===== src/rtl/mips_pkg.sv =====
// rtl/mips_pkg.sv - shared widths, register-zero constant and write-back entry type
package mips_pkg;

  localparam int DEF_WIDTH   = 32;
  localparam int DEF_REG_NUM = 5;

  localparam logic [DEF_REG_NUM-1:0] REG_ZERO = 5'd0;

  typedef struct packed {
    logic [DEF_REG_NUM-1:0] addr;
    logic [DEF_WIDTH-1:0]   data;
  } wb_entry;

endpackage


===== src/rtl/wb_fifo.sv =====
// rtl/wb_fifo.sv - dual-push single-pop write-back queue with youngest-match lookup
module wb_fifo
  import mips_pkg::*;
#(
  parameter int WIDTH   = DEF_WIDTH,
  parameter int REG_NUM = DEF_REG_NUM,
  parameter int DEPTH   = 4
) (
  input  logic                       clk,
  input  logic                       rst_n,
  input  logic                       push0,
  input  logic [REG_NUM-1:0]         push0_addr,
  input  logic [WIDTH-1:0]           push0_data,
  input  logic                       push1,
  input  logic [REG_NUM-1:0]         push1_addr,
  input  logic [WIDTH-1:0]           push1_data,
  input  logic                       pop,
  output logic [REG_NUM-1:0]         head_addr,
  output logic [WIDTH-1:0]           head_data,
  output logic [$clog2(DEPTH):0]     count,
  input  logic [REG_NUM-1:0]         ra1,
  input  logic [REG_NUM-1:0]         ra2,
  output logic                       fwd1_hit,
  output logic [WIDTH-1:0]           fwd1_data,
  output logic                       fwd2_hit,
  output logic [WIDTH-1:0]           fwd2_data
);

  localparam int PW = $clog2(DEPTH);
  localparam int CW = PW + 1;

  logic [REG_NUM-1:0] mem_addr [DEPTH];
  logic [WIDTH-1:0]   mem_data [DEPTH];
  logic [PW-1:0]      wptr;
  logic [PW-1:0]      rptr;
  logic [PW-1:0]      idx;

  assign head_addr = mem_addr[rptr];
  assign head_data = mem_data[rptr];

  // Storage is not reset: entries are only meaningful below count, so reset discards them.
  always_ff @(posedge clk) begin
    if (push0) begin
      mem_addr[wptr] <= push0_addr;
      mem_data[wptr] <= push0_data;
    end
    if (push1) begin
      mem_addr[wptr + PW'(1)] <= push1_addr;
      mem_data[wptr + PW'(1)] <= push1_data;
    end
  end

  // Pointers wrap modulo DEPTH; push1 always lands one slot after push0.
  always_ff @(posedge clk or negedge rst_n) begin
    if (!rst_n) begin
      wptr  <= '0;
      rptr  <= '0;
      count <= '0;
    end else begin
      wptr  <= wptr + PW'(push0) + PW'(push1);
      rptr  <= rptr + PW'(pop);
      count <= count + CW'(push0) + CW'(push1) - CW'(pop);
    end
  end

  // Walk valid entries oldest to youngest so the last match (youngest) wins.
  always_comb begin
    fwd1_hit  = 1'b0;
    fwd1_data = '0;
    fwd2_hit  = 1'b0;
    fwd2_data = '0;
    idx       = '0;
    for (int i = 0; i < DEPTH; i++) begin
      idx = rptr + PW'(i);
      if (CW'(i) < count) begin
        if (ra1 != REG_NUM'(REG_ZERO) && mem_addr[idx] == ra1) begin
          fwd1_hit  = 1'b1;
          fwd1_data = mem_data[idx];
        end
        if (ra2 != REG_NUM'(REG_ZERO) && mem_addr[idx] == ra2) begin
          fwd2_hit  = 1'b1;
          fwd2_data = mem_data[idx];
        end
      end
    end
  end

endmodule


===== src/rtl/wb_arbiter.sv =====
// rtl/wb_arbiter.sv - two-source write-back arbiter driving the register-file write port
module wb_arbiter
  import mips_pkg::*;
#(
  parameter int WIDTH   = DEF_WIDTH,
  parameter int REG_NUM = DEF_REG_NUM,
  parameter int DEPTH   = 4
) (
  input  logic                   clk,
  input  logic                   rst_n,
  input  logic                   a_valid,
  output logic                   a_ready,
  input  logic [REG_NUM-1:0]     a_addr,
  input  logic [WIDTH-1:0]       a_data,
  input  logic                   m_valid,
  output logic                   m_ready,
  input  logic [REG_NUM-1:0]     m_addr,
  input  logic [WIDTH-1:0]       m_data,
  output logic                   regwrite,
  output logic [REG_NUM-1:0]     wa,
  output logic [WIDTH-1:0]       wd,
  input  logic [REG_NUM-1:0]     ra1,
  input  logic [REG_NUM-1:0]     ra2,
  output logic                   fwd1_hit,
  output logic                   fwd2_hit,
  output logic [WIDTH-1:0]       fwd1_data,
  output logic [WIDTH-1:0]       fwd2_data,
  output logic [$clog2(DEPTH):0] count
);

  localparam int CW = $clog2(DEPTH) + 1;

  logic [CW-1:0]      free;
  logic               need_a;
  logic               a_push;
  logic               m_push;
  logic               push0;
  logic               push1;
  logic [REG_NUM-1:0] push0_addr;
  logic [WIDTH-1:0]   push0_data;

  // The head drains every cycle, so its slot counts as free (pop-through).
  assign free     = CW'(DEPTH) - count + CW'(count != '0);
  assign need_a   = a_valid && (a_addr != REG_NUM'(REG_ZERO));
  assign a_ready  = (free >= CW'(1));
  assign m_ready  = (free >= CW'(1) + CW'(need_a));
  assign regwrite = (count != '0);

  // Drop register-0 writes after acknowledging them; A goes first so it keeps program order.
  always_comb begin
    a_push     = a_valid && a_ready && (a_addr != REG_NUM'(REG_ZERO));
    m_push     = m_valid && m_ready && (m_addr != REG_NUM'(REG_ZERO));
    push0      = a_push || m_push;
    push1      = a_push && m_push;
    push0_addr = a_push ? a_addr : m_addr;
    push0_data = a_push ? a_data : m_data;
  end

  wb_fifo #(
    .WIDTH   (WIDTH),
    .REG_NUM (REG_NUM),
    .DEPTH   (DEPTH)
  ) u_fifo (
    .clk        (clk),
    .rst_n      (rst_n),
    .push0      (push0),
    .push0_addr (push0_addr),
    .push0_data (push0_data),
    .push1      (push1),
    .push1_addr (m_addr),
    .push1_data (m_data),
    .pop        (regwrite),
    .head_addr  (wa),
    .head_data  (wd),
    .count      (count),
    .ra1        (ra1),
    .ra2        (ra2),
    .fwd1_hit   (fwd1_hit),
    .fwd1_data  (fwd1_data),
    .fwd2_hit   (fwd2_hit),
    .fwd2_data  (fwd2_data)
  );

endmodule


===== config.mk =====
export PLATFORM = sky130hd
export DESIGN_NAME = wb_arbiter
export DESIGN_NICKNAME = d
export VERILOG_FILES = /design/src/rtl/mips_pkg.sv /design/src/rtl/wb_fifo.sv /design/src/rtl/wb_arbiter.sv
export SDC_FILE = /design/constraint.sdc
export NUM_CORES = 1
export LEC_CHECK = 0
export ABC_AREA = 0
export CAP_MARGIN = 20
export CELL_PAD_IN_SITES_DETAIL_PLACEMENT = 1
export CELL_PAD_IN_SITES_GLOBAL_PLACEMENT = 1
export CORE_ASPECT_RATIO = 0.75
export CORE_UTILIZATION = 45
export DETAILED_ROUTE_END_ITERATION = 10
export PLACE_DENSITY = 0.91
export SYNTH_ARGS = -nofsm -noshare
export SYNTH_HDL_FRONTEND = slang
export SYNTH_SLANG_ARGS = --single-unit

===== constraint.sdc =====
create_clock -name clk -period 12.25 [get_ports clk]
set_input_delay 2.45 -clock clk [delete_from_list [all_inputs] [get_ports clk]]
set_output_delay 2.45 -clock clk [all_outputs]
set_load 0.005 [all_outputs]

==> key figures <==
Run status
  • Outcome: finished, final reports clean

Floorplan
  • Die height: ~150 microns
  • Initial Utilization: a little under half
  • Die width: 204 microns
  • Core Footprint: 0.0301 sq mm
  • Standard-cell row count: 55
  • Ports: 197
  • Die ar.: 0.0313 sq mm

Timing
  • Final slew viol count: 0
  • Worst clock skew: 0.0199 ns
  • PnR worst setup slack: 3.59 ns
  • # setup viols final: 0
  • Fmax: roughly 0.12 GHz
  • Tmin final: 8.66 ns
  • RSZ-0062 raised after global routing: false
  • Setup_tns: 0 ns
  • Rel. slew slack: 29.6%
  • Final hold viol count: 0
  • Slew of the pin with the lowest slew margin: approximately 1.1 ns
  • Final period util: 70.7%

Clocking
  • Post-CTS Hold Fix Bufs: 0
  • Post-CTS Resized: 0
  • Clk sink count: 155
  • CTS buffer count: 17
  • Clock Pin Slew Worst Setup and Hold Paths: 0.07 ns
  • Setup bufs post-CTS: 0
  • TritonCTS clock tree: yes
  • H-Tree Depth: 4
  • Clk Latency, worst-skew pair: ~0.44 ns
  • CTS root buffer: clkbuf_16
  • Clock Path Buffers: 2

Detailed routing
  • Final wirelength: 53100 microns
  • Final ANT Viol Nets: 0
  • Drt drc: 0
  • Drt first pass iters: 5
  • Vias/cell: 6.90
  • Vias: 12800
  • Wirelength per Cell: roughly 29 microns
  • Iter 0 DRT Violations: 1483

Logic synthesis
  • Post-Syn Area per Cell: about 10 sq um
  • Mapped Area: ~0.014 sq mm
  • Post-synth top area share: 32.3%
  • Register area share after synthesis: 33.6%
  • Mapped Nets: 1435
  • Post-synth EDFFs: 148
  • Library cells used by synthesis: 55
  • Synth Warn #: 0
  • Synth area leaders: edfxtp_1 (32%), mux2_2 (11%), mux2i_1 (8.6%), mux4_2 (7.2%), a211oi_1 (4.8%)
  • Post-synth top area cell: edfxtp_1
  • Top FF cell, synth: edfxtp_1
  • Register bit total from synthesis: 155
  • Synth Instances: 1336
  • Async S/R FF share, synth: 4.52%

Power
  • VDD IR max: 0.150 mV
  • Total power: 4.93 mW
  • Lkg Pwr: 5.86 nW
  • Pwr dens: between 200 and 300 mW/mm^2

Finish
  • Fillers: 3171
  • Layout cells sized above 1: 18.3%
  • Final net count: around 1500
  • Synth-to-layout area growth: 20.3%
  • Area of the multi-input gates: 0.00853 sq mm
  • Final Cell Area: 0.0165 sq mm
  • FF+latch area: 0.00463 sq mm

Global route
  • Vias in the first global route: 13136
  • Initial antenna violation count: 1
  • Pin count of the biggest net entering global routing: between 90 and 100
  • First-pass GRT wire length: 79800 microns
  • GR Overflow Total: 0
  • Tot GR Track Use: 33.6%

Worst setup path
  • Critical path startpoint: ra1[3]
  • R2r startpoint: u_fifo.count[2]
  • WP data required: 9.80 ns
  • Element type at the critical path end: primary output
  • Crit path kind: primary input to primary output
  • Crit path DAT: just over 6 ns
  • CP startpoint kind: primary input
  • Crit-path max FO: 33

Min path
  • Hold/Removal Path Class: register to register
  • Hold path startpoint: u_fifo.wptr[1]

Place
  • Buffers added on ports: 196
  • Gpl congestion: approximately 0.91
  • Place WS: 3.13 ns
  • DPL Wire Length: 34000 microns
  • Placed cell area: 0.0159 sq mm

Run
  • Max cap viols: 0
## final cells by class
type | count | share of cell area (%)
antenna | 1 | 0.0151
clock buffer | 21 | 2.98
multi-input combinational | 1029 | 51.6
timing repair buffer | 226 | 13.5
sequential | 155 | 28.0
clock inverter | 11 | 0.582
inverter | 14 | 0.325
tap | 399 | 3.02
## worst max-delay path, stage by stage
cell	delay (ns)
clkdlybuf4s50_1	0.71
nor3_1	0.17
a211oi_1	0.33
o2111ai_1	0.26
a21oi_4	0.85
nor2b_4	0.43
a211oi_1	0.41
clkdlybuf4s50_1	0.59
## synth_stat cells, types with 2 or more instances
cell	number
a2111oi_0	28
a211oi_1	88
a211oi_2	2
a21oi_1	63
a21oi_2	3
a31oi_1	32
and2_1	3
and3_1	28
and3b_1	4
buf_1	7
buf_2	45
buf_4	11
buf_6	6
clkbuf_1	68
dfrtp_1	7
edfxtp_1	148
fa_1	3
ha_1	8
inv_1	13
mux2_1	18
mux2_2	140
mux2i_1	118
mux4_1	2
mux4_2	44
nand2_1	121
nand2b_1	2
nand3_1	5
nand3b_1	3
nand4_1	32
nand4b_1	7
nor2_1	73
nor2b_1	59
nor3_1	11
o211a_1	2
o211ai_1	36
o21ai_0	6
or2_1	2
or4_1	30
xnor2_1	28
xor2_1	15
## metal layers
| metal | track usage, % | vias up | share of wire, % |
|---|---|---|---|
| met5 | 0 | - | 0 |
| met2 | 55.2 | 827 | 48 |
| li1 | - | 5404 | - |
| met4 | 11.1 | 0 | 2.5 |
| met1 | 44.5 | 6438 | 40 |
| met3 | 6.20 | 131 | 10 |
## sequential cells by signal, indices dropped and copies added (netlist names)
signal / count
u_fifo.mem_data: 128
u_fifo.count: 3
u_fifo.mem_addr: 20
u_fifo.rptr: 2
u_fifo.wptr: 2
## per-stage QoR
stage                     instances  hold slack [ns]  utilization, %
after floorplan                1336            0.488               -
after global placement         1819            0.700            52.8
after detailed placement       1819            0.736            52.8
after CTS                      1851            0.747            54.7
after global routing           1856            0.767            55.0
final                          1856            0.739            55.0
## report_power, final
part / total [mW] / leakage [nW] / switching, mW / internal (mW)
logic: 3.28 / 4.13 / 1.91 / 1.37
registers: 1.11 / 1.45 / 0.237 / 0.873
clock network: 0.543 / 0.282 / 0.248 / 0.295
## placed cells by master, fill, tap and decap left out, drive strengths merged, types with 5 or more instances in the layout
master / n
a2111oi: 28
a211oi: 90
a21oi: 66
a31oi: 33
and3: 28
buf: 29
clkbuf: 21
clkdlybuf4s50: 196
dfrtp: 7
edfxtp: 148
ha: 8
inv: 18
mux2: 158
mux2i: 118
mux4: 46
nand2: 121
nand3: 5
nand4: 33
nand4b: 7
nor2: 73
nor2b: 59
nor3: 11
o211ai: 36
o21ai: 7
or4: 30
xnor2: 28
xor2: 15
## final timing paths
| check | cells past startpoint | slack, ns | endpoint |
|---|---|---|---|
| worst max-delay path | 8 | 3.59 | fwd1_data[1] |
| max in group asynchronous | 1 | 9.70 | u_fifo.rptr[1] |
| worst min register to register | 1 | 0.74 | u_fifo.wptr[1] |
| min in group asynchronous | 1 | 2.27 | u_fifo.wptr[0] |
| worst max register to register | 10 | 8.25 | u_fifo.mem_addr[3][3] |
| worst min-delay path | 1 | 0.74 | u_fifo.wptr[1] |
## cells by family (layout without fill, tap and decap cells)
logic type	Yosys count	in the layout	synth area share, %
AOI/OAI and AO/OA	268	268	13.6
xor gates and xnor gates	43	43	2.74
adders and majority gates	12	12	1.24
buffers and inverters	152	272	5.30
DFF	155	155	33.6
muxes	322	322	29.1
other	0	1	0
and+or+nand+nor	384	384	14.5
(Power assumes the default switching activity.)
